[config.mk]
export PLATFORM = sky130hd
export DESIGN_NAME = alu_sequencer
export DESIGN_NICKNAME = d
export VERILOG_FILES = /design/src/rtl/alu_sequencer.sv
export SDC_FILE = /design/constraint.sdc
export NUM_CORES = 1
export LEC_CHECK = 0
export ABC_CLOCK_PERIOD_IN_PS = 2200
export BUFFER_PORTS_ARGS = -buffer_cell sky130_fd_sc_hd__buf_2
export CORE_MARGIN = 2
export CORE_UTILIZATION = 40
export CTS_CLUSTER_DIAMETER = 50
export CTS_CLUSTER_SIZE = 14
export DETAILED_ROUTE_END_ITERATION = 8
export GPL_TIMING_DRIVEN = 0
export SLEW_MARGIN = 5
export SYNTH_ARGS = -nofsm -noshare
export SYNTH_HDL_FRONTEND = slang
export SYNTH_SLANG_ARGS = --single-unit
[constraint.sdc]
create_clock -name clk -period 2.2 [get_ports clk]
set_clock_uncertainty 0.15 [all_clocks]
set_input_delay 0.11 -clock clk [delete_from_list [all_inputs] [get_ports clk]]
set_output_delay 0.11 -clock clk [all_outputs]
set_load 0.03 [all_outputs]
[src/rtl/alu_sequencer.sv]
// alu_sequencer: multi-cycle RV32I control FSM driving ALU/mux selects, fetch and data-memory handshakes
// Ports: clk/rst_n (async active-low); Instr/Instr_Valid/Instr_Req fetch handshake;
// Mem_Req/Mem_We/Mem_Ready data-memory handshake; Zero/B_Flag ALU flags in;
// ALU_Select, SrcA_Sel, SrcB_Sel, Imm_Sel, Reg_Write, WB_Sel, PC_Write, PC_Sel datapath controls;
// Illegal sticky trap flag; Retired count of PC updates.
module alu_sequencer #(
    parameter int Width = 32
) (
    input  logic             clk,
    input  logic             rst_n,
    input  logic [31:0]      Instr,
    input  logic             Instr_Valid,
    output logic             Instr_Req,
    input  logic             Mem_Ready,
    output logic             Mem_Req,
    output logic             Mem_We,
    input  logic             Zero,
    input  logic             B_Flag,
    output logic [3:0]       ALU_Select,
    output logic             SrcA_Sel,
    output logic [1:0]       SrcB_Sel,
    output logic [2:0]       Imm_Sel,
    output logic             Reg_Write,
    output logic [1:0]       WB_Sel,
    output logic             PC_Write,
    output logic             PC_Sel,
    output logic             Illegal,
    output logic [Width-1:0] Retired
);
    typedef enum logic [2:0] {IDLE, FETCH, DECODE, EXECUTE, MEMORY, WRITEBACK, TRAP} state_t;
    state_t state, state_nxt;
    logic [31:0] ir;
    logic [6:0] opcode, funct7;
    logic [2:0] funct3;
    logic is_r, is_i, is_ld, is_st, is_br, is_jal, is_jalr, is_lui, is_auipc, is_jump, legal, taken;
    logic [3:0] alu_op;
    logic src_a;
    logic [1:0] src_b;
    logic [2:0] imm_sel;
    logic unused_ir;

    assign opcode    = ir[6:0];
    assign funct3    = ir[14:12];
    assign funct7    = ir[31:25];
    assign unused_ir = ^ir[24:15];
    assign is_r      = opcode == 7'b0110011;
    assign is_i      = opcode == 7'b0010011;
    assign is_ld     = opcode == 7'b0000011;
    assign is_st     = opcode == 7'b0100011;
    assign is_br     = opcode == 7'b1100011;
    assign is_jal    = opcode == 7'b1101111;
    assign is_jalr   = opcode == 7'b1100111;
    assign is_lui    = opcode == 7'b0110111;
    assign is_auipc  = opcode == 7'b0010111;
    assign is_jump   = is_jal | is_jalr;
    assign legal     = is_r  ? (funct7 == 7'b0000000 ||
                               (funct7 == 7'b0100000 && (funct3 == 3'b000 || funct3 == 3'b101))) :
                       is_br ? funct3[2:1] != 2'b01 :
                       (is_i | is_ld | is_st | is_jump | is_lui | is_auipc);
    // funct3[2] selects the B_Flag compares; funct3[0] inverts the equality test for BNE
    assign taken     = funct3[2] ? B_Flag : (Zero ^ funct3[0]);

    function automatic logic [3:0] arith_op(input logic [2:0] f3, input logic alt);
        case (f3)
            3'b000:  arith_op = alt ? 4'b0001 : 4'b0000;
            3'b001:  arith_op = 4'b0011;
            3'b010:  arith_op = 4'b1001;
            3'b011:  arith_op = 4'b1010;
            3'b100:  arith_op = 4'b1000;
            3'b101:  arith_op = alt ? 4'b0101 : 4'b0100;
            3'b110:  arith_op = 4'b0111;
            default: arith_op = 4'b0110;
        endcase
    endfunction

    function automatic logic [3:0] branch_op(input logic [2:0] f3);
        case (f3)
            3'b100:  branch_op = 4'b1011;
            3'b101:  branch_op = 4'b1100;
            3'b110:  branch_op = 4'b1101;
            3'b111:  branch_op = 4'b1110;
            default: branch_op = 4'b0001;
        endcase
    endfunction

    // ALU/mux selects per instruction class; loads, stores and jumps default to add
    always_comb begin
        alu_op  = 4'b0000;
        src_a   = 1'b0;
        src_b   = 2'd0;
        imm_sel = 3'd0;
        if (is_r) alu_op = arith_op(funct3, funct7[5]);
        if (is_i) begin
            alu_op = arith_op(funct3, funct3 == 3'b101 && funct7[5]);
            src_b  = 2'd1;
        end
        if (is_ld | is_jalr) src_b = 2'd1;
        if (is_st) begin
            src_b   = 2'd1;
            imm_sel = 3'd1;
        end
        if (is_br) begin
            alu_op  = branch_op(funct3);
            src_a   = 1'b1;
            src_b   = 2'd1;
            imm_sel = 3'd2;
        end
        if (is_lui) begin
            alu_op  = 4'b0010;
            src_b   = 2'd1;
            imm_sel = 3'd3;
        end
        if (is_auipc | is_jal) begin
            src_a   = 1'b1;
            src_b   = 2'd1;
            imm_sel = is_jal ? 3'd4 : 3'd3;
        end
    end

    // ALU selects stay driven through MEMORY and WRITEBACK since the result feeds address and writeback unregistered
    always_comb begin
        state_nxt  = state;
        Instr_Req  = 1'b0;
        Mem_Req    = 1'b0;
        Mem_We     = 1'b0;
        ALU_Select = 4'b0000;
        SrcA_Sel   = 1'b0;
        SrcB_Sel   = 2'd0;
        Imm_Sel    = 3'd0;
        Reg_Write  = 1'b0;
        WB_Sel     = 2'd0;
        PC_Write   = 1'b0;
        PC_Sel     = 1'b0;
        if (state == EXECUTE || state == MEMORY || state == WRITEBACK) begin
            ALU_Select = alu_op;
            SrcA_Sel   = src_a;
            SrcB_Sel   = src_b;
            Imm_Sel    = imm_sel;
        end
        case (state)
            IDLE: state_nxt = FETCH;
            FETCH: begin
                Instr_Req = 1'b1;
                state_nxt = Instr_Valid ? DECODE : FETCH;
            end
            DECODE: state_nxt = legal ? EXECUTE : TRAP;
            EXECUTE: begin
                PC_Write  = is_br;
                PC_Sel    = is_br & taken;
                state_nxt = is_br ? FETCH : (is_ld | is_st) ? MEMORY : WRITEBACK;
            end
            MEMORY: begin
                Mem_Req   = 1'b1;
                Mem_We    = is_st;
                PC_Write  = is_st & Mem_Ready;
                state_nxt = !Mem_Ready ? MEMORY : is_st ? FETCH : WRITEBACK;
            end
            WRITEBACK: begin
                Reg_Write = ir[11:7] != 5'd0;
                WB_Sel    = is_ld ? 2'd1 : is_jump ? 2'd2 : 2'd0;
                PC_Write  = 1'b1;
                PC_Sel    = is_jump;
                state_nxt = FETCH;
            end
            TRAP: state_nxt = TRAP;
            default: state_nxt = IDLE;
        endcase
    end

    always_ff @(posedge clk or negedge rst_n) begin
        if (!rst_n) begin
            state   <= IDLE;
            ir      <= '0;
            Illegal <= 1'b0;
            Retired <= '0;
        end else begin
            state <= state_nxt;
            if (state == FETCH && Instr_Valid) ir <= Instr;
            if (state == DECODE && !legal) Illegal <= 1'b1;
            if (PC_Write) Retired <= Retired + Width'(1);
        end
    end
endmodule
==> impl_metrics.yaml, run 1 <==
sta:
  slew_headroom: 0.5269
  tns_ps: 0
  hold_violations: 0
  slew_violations: 0
  tightest_slew_ps: 709.7
  fin_crit_sh: 0.9776
  post-route-min-period_ps: 2151
  max_freq_ghz: 0.4649
  grt_setup_unrepaired: "true"
  holdWs_ps: 55.81
  setup_viol: 0
worst_setup_path:
  crit_type: "reg -> out"
  critPathSlowestCell: "dfrtp_1"
  reg2reg_slack_ps: 170
  crit_required_ps: 1940
  worstPathCellList: "nor4bb_2 -> buf_4 -> nand2_4 -> nor2_2 -> a32oi_1 -> a21oi_1 -> buf_4"
  r2r_cells: 5
  critPathMaxStageDelay_ps: 420
  cp-end-kind: "output pin"
  arrival_ps: 1890
  r2r-start: "state[2]"
  cp-start-kind: "flip-flop"
  r2r-end: "Retired[8]"
  crit_fanout: 6
  critPathMostFrequentCell: "buf_4"
placement:
  gp_congestion: 0.8058
  placed_cell_area_um2: 3670
  place_hpwl_mm: 5.123
  io_buffers: 77
clock_network:
  insertion_delay_ps: 350
  cts_sinks: 58
  numCtsBuffers: 9
  cts_tree: "built"
  h-tree-depth: 3
  cts-root-buf: "clkbuf_8"
  path_clk_slew_ps: 70
  cts_max_path_buffers: 2
logic_synthesis:
  synthFlopType: "dfrtp_1"
  syn_area_um2: 3138
  synth_cell_types: 56
  yosysWarnings: 0
  synth_top_area_frac: 0.4625
  ys_ff_latch: 58
  seq_area_frac_synth: 0.4625
  synthCells: 297
  synthArstFlopShare: 1.000
  synthTopCellsByArea: "dfrtp_1 46%, mux2_2 7.9%, xor2_1 5.0%, xnor2_1 4.2%, nand2_1 3.2%"
  synth_largest_area_cell: "dfrtp_1"
  synth_nets: 336
  synth_edf_count: 0
  avgSynthCellArea_um2: 10.57
die:
  core_um2: 7647
  fp-row-count: 32
  start_util: 0.4103
  ios: 89
  die_w_um: 92.57
  die_y_um: 92.57
  die-area_um2: 8569
global_routing:
  antenna_found_initial: 0
  grt-ovfl-total: 0
  grt_usage: 0.1871
  grt_start_max_net_pins: 59
  grt_pass1_vias: 2541
  grt_pass1_wl_mm: 12.49
cells_and_area:
  final_area_um2: 4402
  drive_gt1_frac: 0.4359
  area_growth_pct: 40.27
  antenna_cells: 0
  finalNetCount: 463
worst_hold_path:
  worstHoldPathType: "in -> reg"
  hold_end: "state[2]"
  hold_depth: 3
  min_from: "Mem_Ready"
power_and_ir_drop:
  irDropWorstVdd_v: 0.0006256
  leakage_uw: 0.002070
  power_density_nw_per_um2: 1094
  power_uw: 4817
detailed_routing:
  first_pass_iters: 4
  drcViolationCount: 0
  wirelength_mm: 7.589
  drt_iter0_drc: 157
  vias_per_cell: 5.028
  vias: 2670
  wl_per_cell_um: 14.29
  ant_nets: 0
flow_run:
  max_cap_viol_count: 0
status:
  status: "finished, final reports clean"
[state kept, by name (all words and copies together), names as in the netlist]
name and count:
Retired 32, Illegal 1, ir 22, state 3
[power by group]
group	internal, uW	switching, uW
combinational	1020	1020
sequential	1350	290
clock	700	436
[through the flow]
stage	cells	utilization	worst slack (ps)
final	531	0.5756	49.20
after global routing	531	0.5756	-50.04
after CTS	524	0.5599	-18.04
after detailed placement	476	0.4799	34.02
after global placement	476	0.4795	43.22
after floorplan	297	-	11.91
[worst max path at each step]
stage | to | depth (start not counted) | from | slack, ps
after floorplan | Imm_Sel[1] | 5 | ir[3] | 10
after global placement | ALU_Select[1] | 8 | ir[3] | 40
after detailed placement | ALU_Select[1] | 8 | ir[3] | 30
after CTS | ALU_Select[3] | 8 | ir[3] | -20
after global routing | ALU_Select[3] | 7 | ir[3] | -50
final | ALU_Select[1] | 7 | ir[3] | 50
[worst max-delay path: cells and delay by family (launching register included)]
family                 cells  cell delay (ps)
buffers and inverters      2              390
DFF                        1              420
AOI/OAI and AO/OA          2              240
and+or+nand+nor            3              480
[metal layers]
layer	track usage	wire length, um	share of wire	up-vias
met5	0	0	0	-
met4	0.08831	182	0.024	0
met3	0.04801	449	0.059	15
met2	0.2695	3348	0.44	86
met1	0.2629	3608	0.48	1263
li1	-	-	-	1306
[what timing repair did]
item                                    in CTS  in global routing
cloned                                       0                  0
hold endpoints to repair                    80                  0
buffers inserted                            10                 11
endpoints found under the setup margin      11                 20
hold buffers                                23                  0
resized for setup                           30                 19
pin swaps                                    4                  5
[synth_stat cells, types with 3 or more instances]
library cell  count
nor3_2            4
nand4_1           6
nand2b_1          3
nand2_1          27
a211oi_1          4
nor2b_1           7
and2_1            4
o21ai_0           5
clkbuf_1          7
nand3_1          10
xnor2_1          15
nor3_1           15
nor4bb_1          3
and3_1            4
a21oi_1           4
buf_2             5
dfrtp_1          58
mux2_2           22
buf_4             5
nor2_1           18
xor2_1           18
nor4_1            4
nand3b_1          4
inv_1             7
[area by class of cell]
cell class / instances / area (um^2)
Buffer: 14 / 108.9
Clock buffer: 12 / 155.1
Clock inverter: 4 / 73.82
Fill cell: 684 / 3246
Inverter: 7 / 26.28
Multi-Input combinational cell: 213 / 1652
Sequential cell: 58 / 1456
Tap cell: 102 / 127.6
Timing Repair Buffer: 121 / 802.0
[cell usage in the layout, fill, tap and decap left out, types with 4 or more instances in the layout]
master and instances:
nand4_1 6, dlygate4sd3_1 23, nand2_1 25, inv_1 7, nand3b_1 4, nor2_1 17, dfrtp_1 54, mux2_2 22
nand3_1 10, xnor2_1 15, xor2_1 18, buf_2 70, a21oi_1 4, o21ai_0 5, nor3_2 7, nor3_1 12
dfrtp_2 4, buf_4 35, buf_6 5, and3_1 4, clkbuf_8 11
[kinds of logic after synthesis]
family	Yosys count	synth area share
buffers and inverters	26	0.04386
AND/OR/NAND/NOR	124	0.2349
adder cells (fa/ha/maj)	1	0.003987
XOR/XNOR	33	0.09211
multiplexers	23	0.08214
flip-flops	58	0.4625
other	1	0.001195
AO/OA/AOI/OAI	31	0.07935
Power figures use the tool's default switching activity.
==> run 2, diff against run 1 <==
--- a/config.mk
+++ b/config.mk
@@ -7,12 +7,15 @@
 export LEC_CHECK = 0
 export ABC_CLOCK_PERIOD_IN_PS = 2200
 export BUFFER_PORTS_ARGS = -buffer_cell sky130_fd_sc_hd__buf_2
+export CELL_PAD_IN_SITES_DETAIL_PLACEMENT = 0
+export CELL_PAD_IN_SITES_GLOBAL_PLACEMENT = 1
 export CORE_MARGIN = 2
 export CORE_UTILIZATION = 40
 export CTS_CLUSTER_DIAMETER = 50
 export CTS_CLUSTER_SIZE = 14
 export DETAILED_ROUTE_END_ITERATION = 8
 export GPL_TIMING_DRIVEN = 0
+export PLACE_DENSITY = 0.8
 export SLEW_MARGIN = 5
 export SYNTH_ARGS = -nofsm -noshare
 export SYNTH_HDL_FRONTEND = slang
==> impl_metrics.yaml, run 2 (same netlist as run 1, synthesis figures left out) <==
worst_hold_path:
  hold_depth: 3
  worstHoldPathType: "in -> reg"
  hold_end: "state[2]"
  min_from: "Mem_Ready"
cells_and_area:
  fill_cells: 692
  final_area_um2: 4379
  antenna_cells: 0
  finalNonFillerCells: 529
  top_regs: "Retired x32, ir x22, state x3"
  top_register: "Retired"
  multi_input_area_um2: 1664
  finalNetCount: 465
  largest_reg_flops: 32
  seq_area_um2: 1458
  final_cell_mix: "68 x buf_2, 53 x dfrtp_1, 33 x buf_4"
  area_growth_pct: 39.55
  layout_commonest_cell: "buf_2"
  post-route-util: 0.5726
  drive_gt1_frac: 0.4286
power_and_ir_drop:
  power_density_nw_per_um2: 1039
  irDropWorstVdd_v: 0.0004448
  leakage_uw: 0.002049
sta:
  setup_viol: 1
  max_freq_ghz: 0.4537
  slew_headroom: 0.5569
  setup_ws_ps: -4.120
  grt_setup_unrepaired: "true"
  tns_ps: -4.120
  post-route-min-period_ps: 2204
  slew_violations: 0
  tightest_slew_ps: 658.6
  hold_violations: 0
  fin_crit_sh: 1.002
placement:
  dp.cells: 477
  placed_cell_area_um2: 3687
  gp_congestion: 0.8321
  dp_slack_ps: 48.77
  place_hpwl_mm: 5.226
  io_buffers: 77
worst_setup_path:
  crit_fanout: 8
  crit_required_ps: 1940
  critPathBufInv: 3
  critPathSlowestCell: "dfrtp_1"
  reg2reg_slack_ps: 120
  arrival_ps: 1940
  cp-start-kind: "flip-flop"
  r2r-start: "ir[2]"
  worstPathCellList: "buf_6 -> nor4bb_4 -> buf_4 -> nand2_4 -> o31ai_2 -> a22oi_1 -> nor2_1 -> buf_4"
  crit_type: "reg -> out"
  critPathMaxStageDelay_ps: 370
  cp-end-kind: "output pin"
  critPathMostFrequentCell: "buf_4"
  crit_family: "buffers and inverters"
  r2r_cells: 6
  r2r-end: "Retired[18]"
clock_network:
  cts_max_path_buffers: 2
  cts_tree: "built"
  h-tree-depth: 3
  cts-root-buf: "clkbuf_8"
  cts_sinks: 58
  path_clk_slew_ps: 60
  numCtsBuffers: 9
  insertion_delay_ps: 320
detailed_routing:
  drt_iter0_drc: 82
  wl_per_cell_um: 14.67
  wirelength_mm: 7.763
  vias_per_cell: 5.155
  drcViolationCount: 0
  ant_nets: 0
  first_pass_iters: 4
  vias: 2727
global_routing:
  grt_pass1_wl_mm: 12.41
  grt_pass1_vias: 2515
  antenna_found_initial: 0
  grt_start_max_net_pins: 35
  grt-ovfl-total: 0
  grt_usage: 0.1823
die:
  die-area_um2: 8569
  die_y_um: 92.57
  fp-row-count: 32
  start_util: 0.4103
  die_w_um: 92.57
  core_um2: 7647
  ios: 89
status:
  status: "finished, violations left"
  violations: "setup timing"
flow_run:
  max_cap_viol_count: 0
[run 2: worst max path at each step]
| stage | from | end | slack, ps | cells past startpoint |
|---|---|---|---|---|
| 2_1_floorplan | ir[3] | Imm_Sel[1] | 10 | 5 |
| 3_3_place_gp | ir[6] | SrcA_Sel | 20 | 7 |
| 3_5_place_dp | ir[6] | SrcA_Sel | 50 | 7 |
| 4_1_cts | ir[3] | ALU_Select[3] | -50 | 8 |
| 5_1_grt | ir[3] | ALU_Select[3] | -110 | 8 |
| 6_report | ir[3] | ALU_Select[3] | -4 | 8 |
[run 2: timing repair]
item,in CTS,in global routing
endpoints found under the setup margin,9,29
setup buffers,2,17
gates resized for setup,17,40
hold endpoints to repair,46,0
pin swaps,0,11
hold buffers,23,0
[run 2: layer usage]
metal | GRT usage | up-vias | wire (um)
li1 | - | 1297 | -
met2 | 0.2871 | 90 | 3709
met4 | 0.04602 | 0 | 79
met3 | 0.04801 | 11 | 469
met5 | 0 | - | 0
met1 | 0.2511 | 1329 | 3504
[run 2: power breakdown]
group          internal [uW]  switching [uW]  total [uW]
logic                   1020            1060        2080
registers               1350             273        1630
clock network            476             375         851
[run 2: metrics by stage]
stage                     power, uW  hold WS, ps
after global routing           4835        97.12
after CTS                      4221        51.41
after detailed placement       3274        6.398
after global placement         3241        174.2
after floorplan                2852       -335.6
final                          4552        65.71
[run 2: worst reg2reg max path, delay by kind of cell (launching register included)]
family	cells	cell delay, ps
buf+inv	1	180
compound gates	1	410
simple gates	3	600
flops	1	460
xor+xnor	1	160
[run 2: cell type report]
class,instances,area share
clock buffer,12,0.03771
multi-input combinational,213,0.3800
tap,102,0.02914
inverter,7,0.006000
sequential,58,0.3329
buffer,17,0.03000
timing repair buffer,120,0.1843
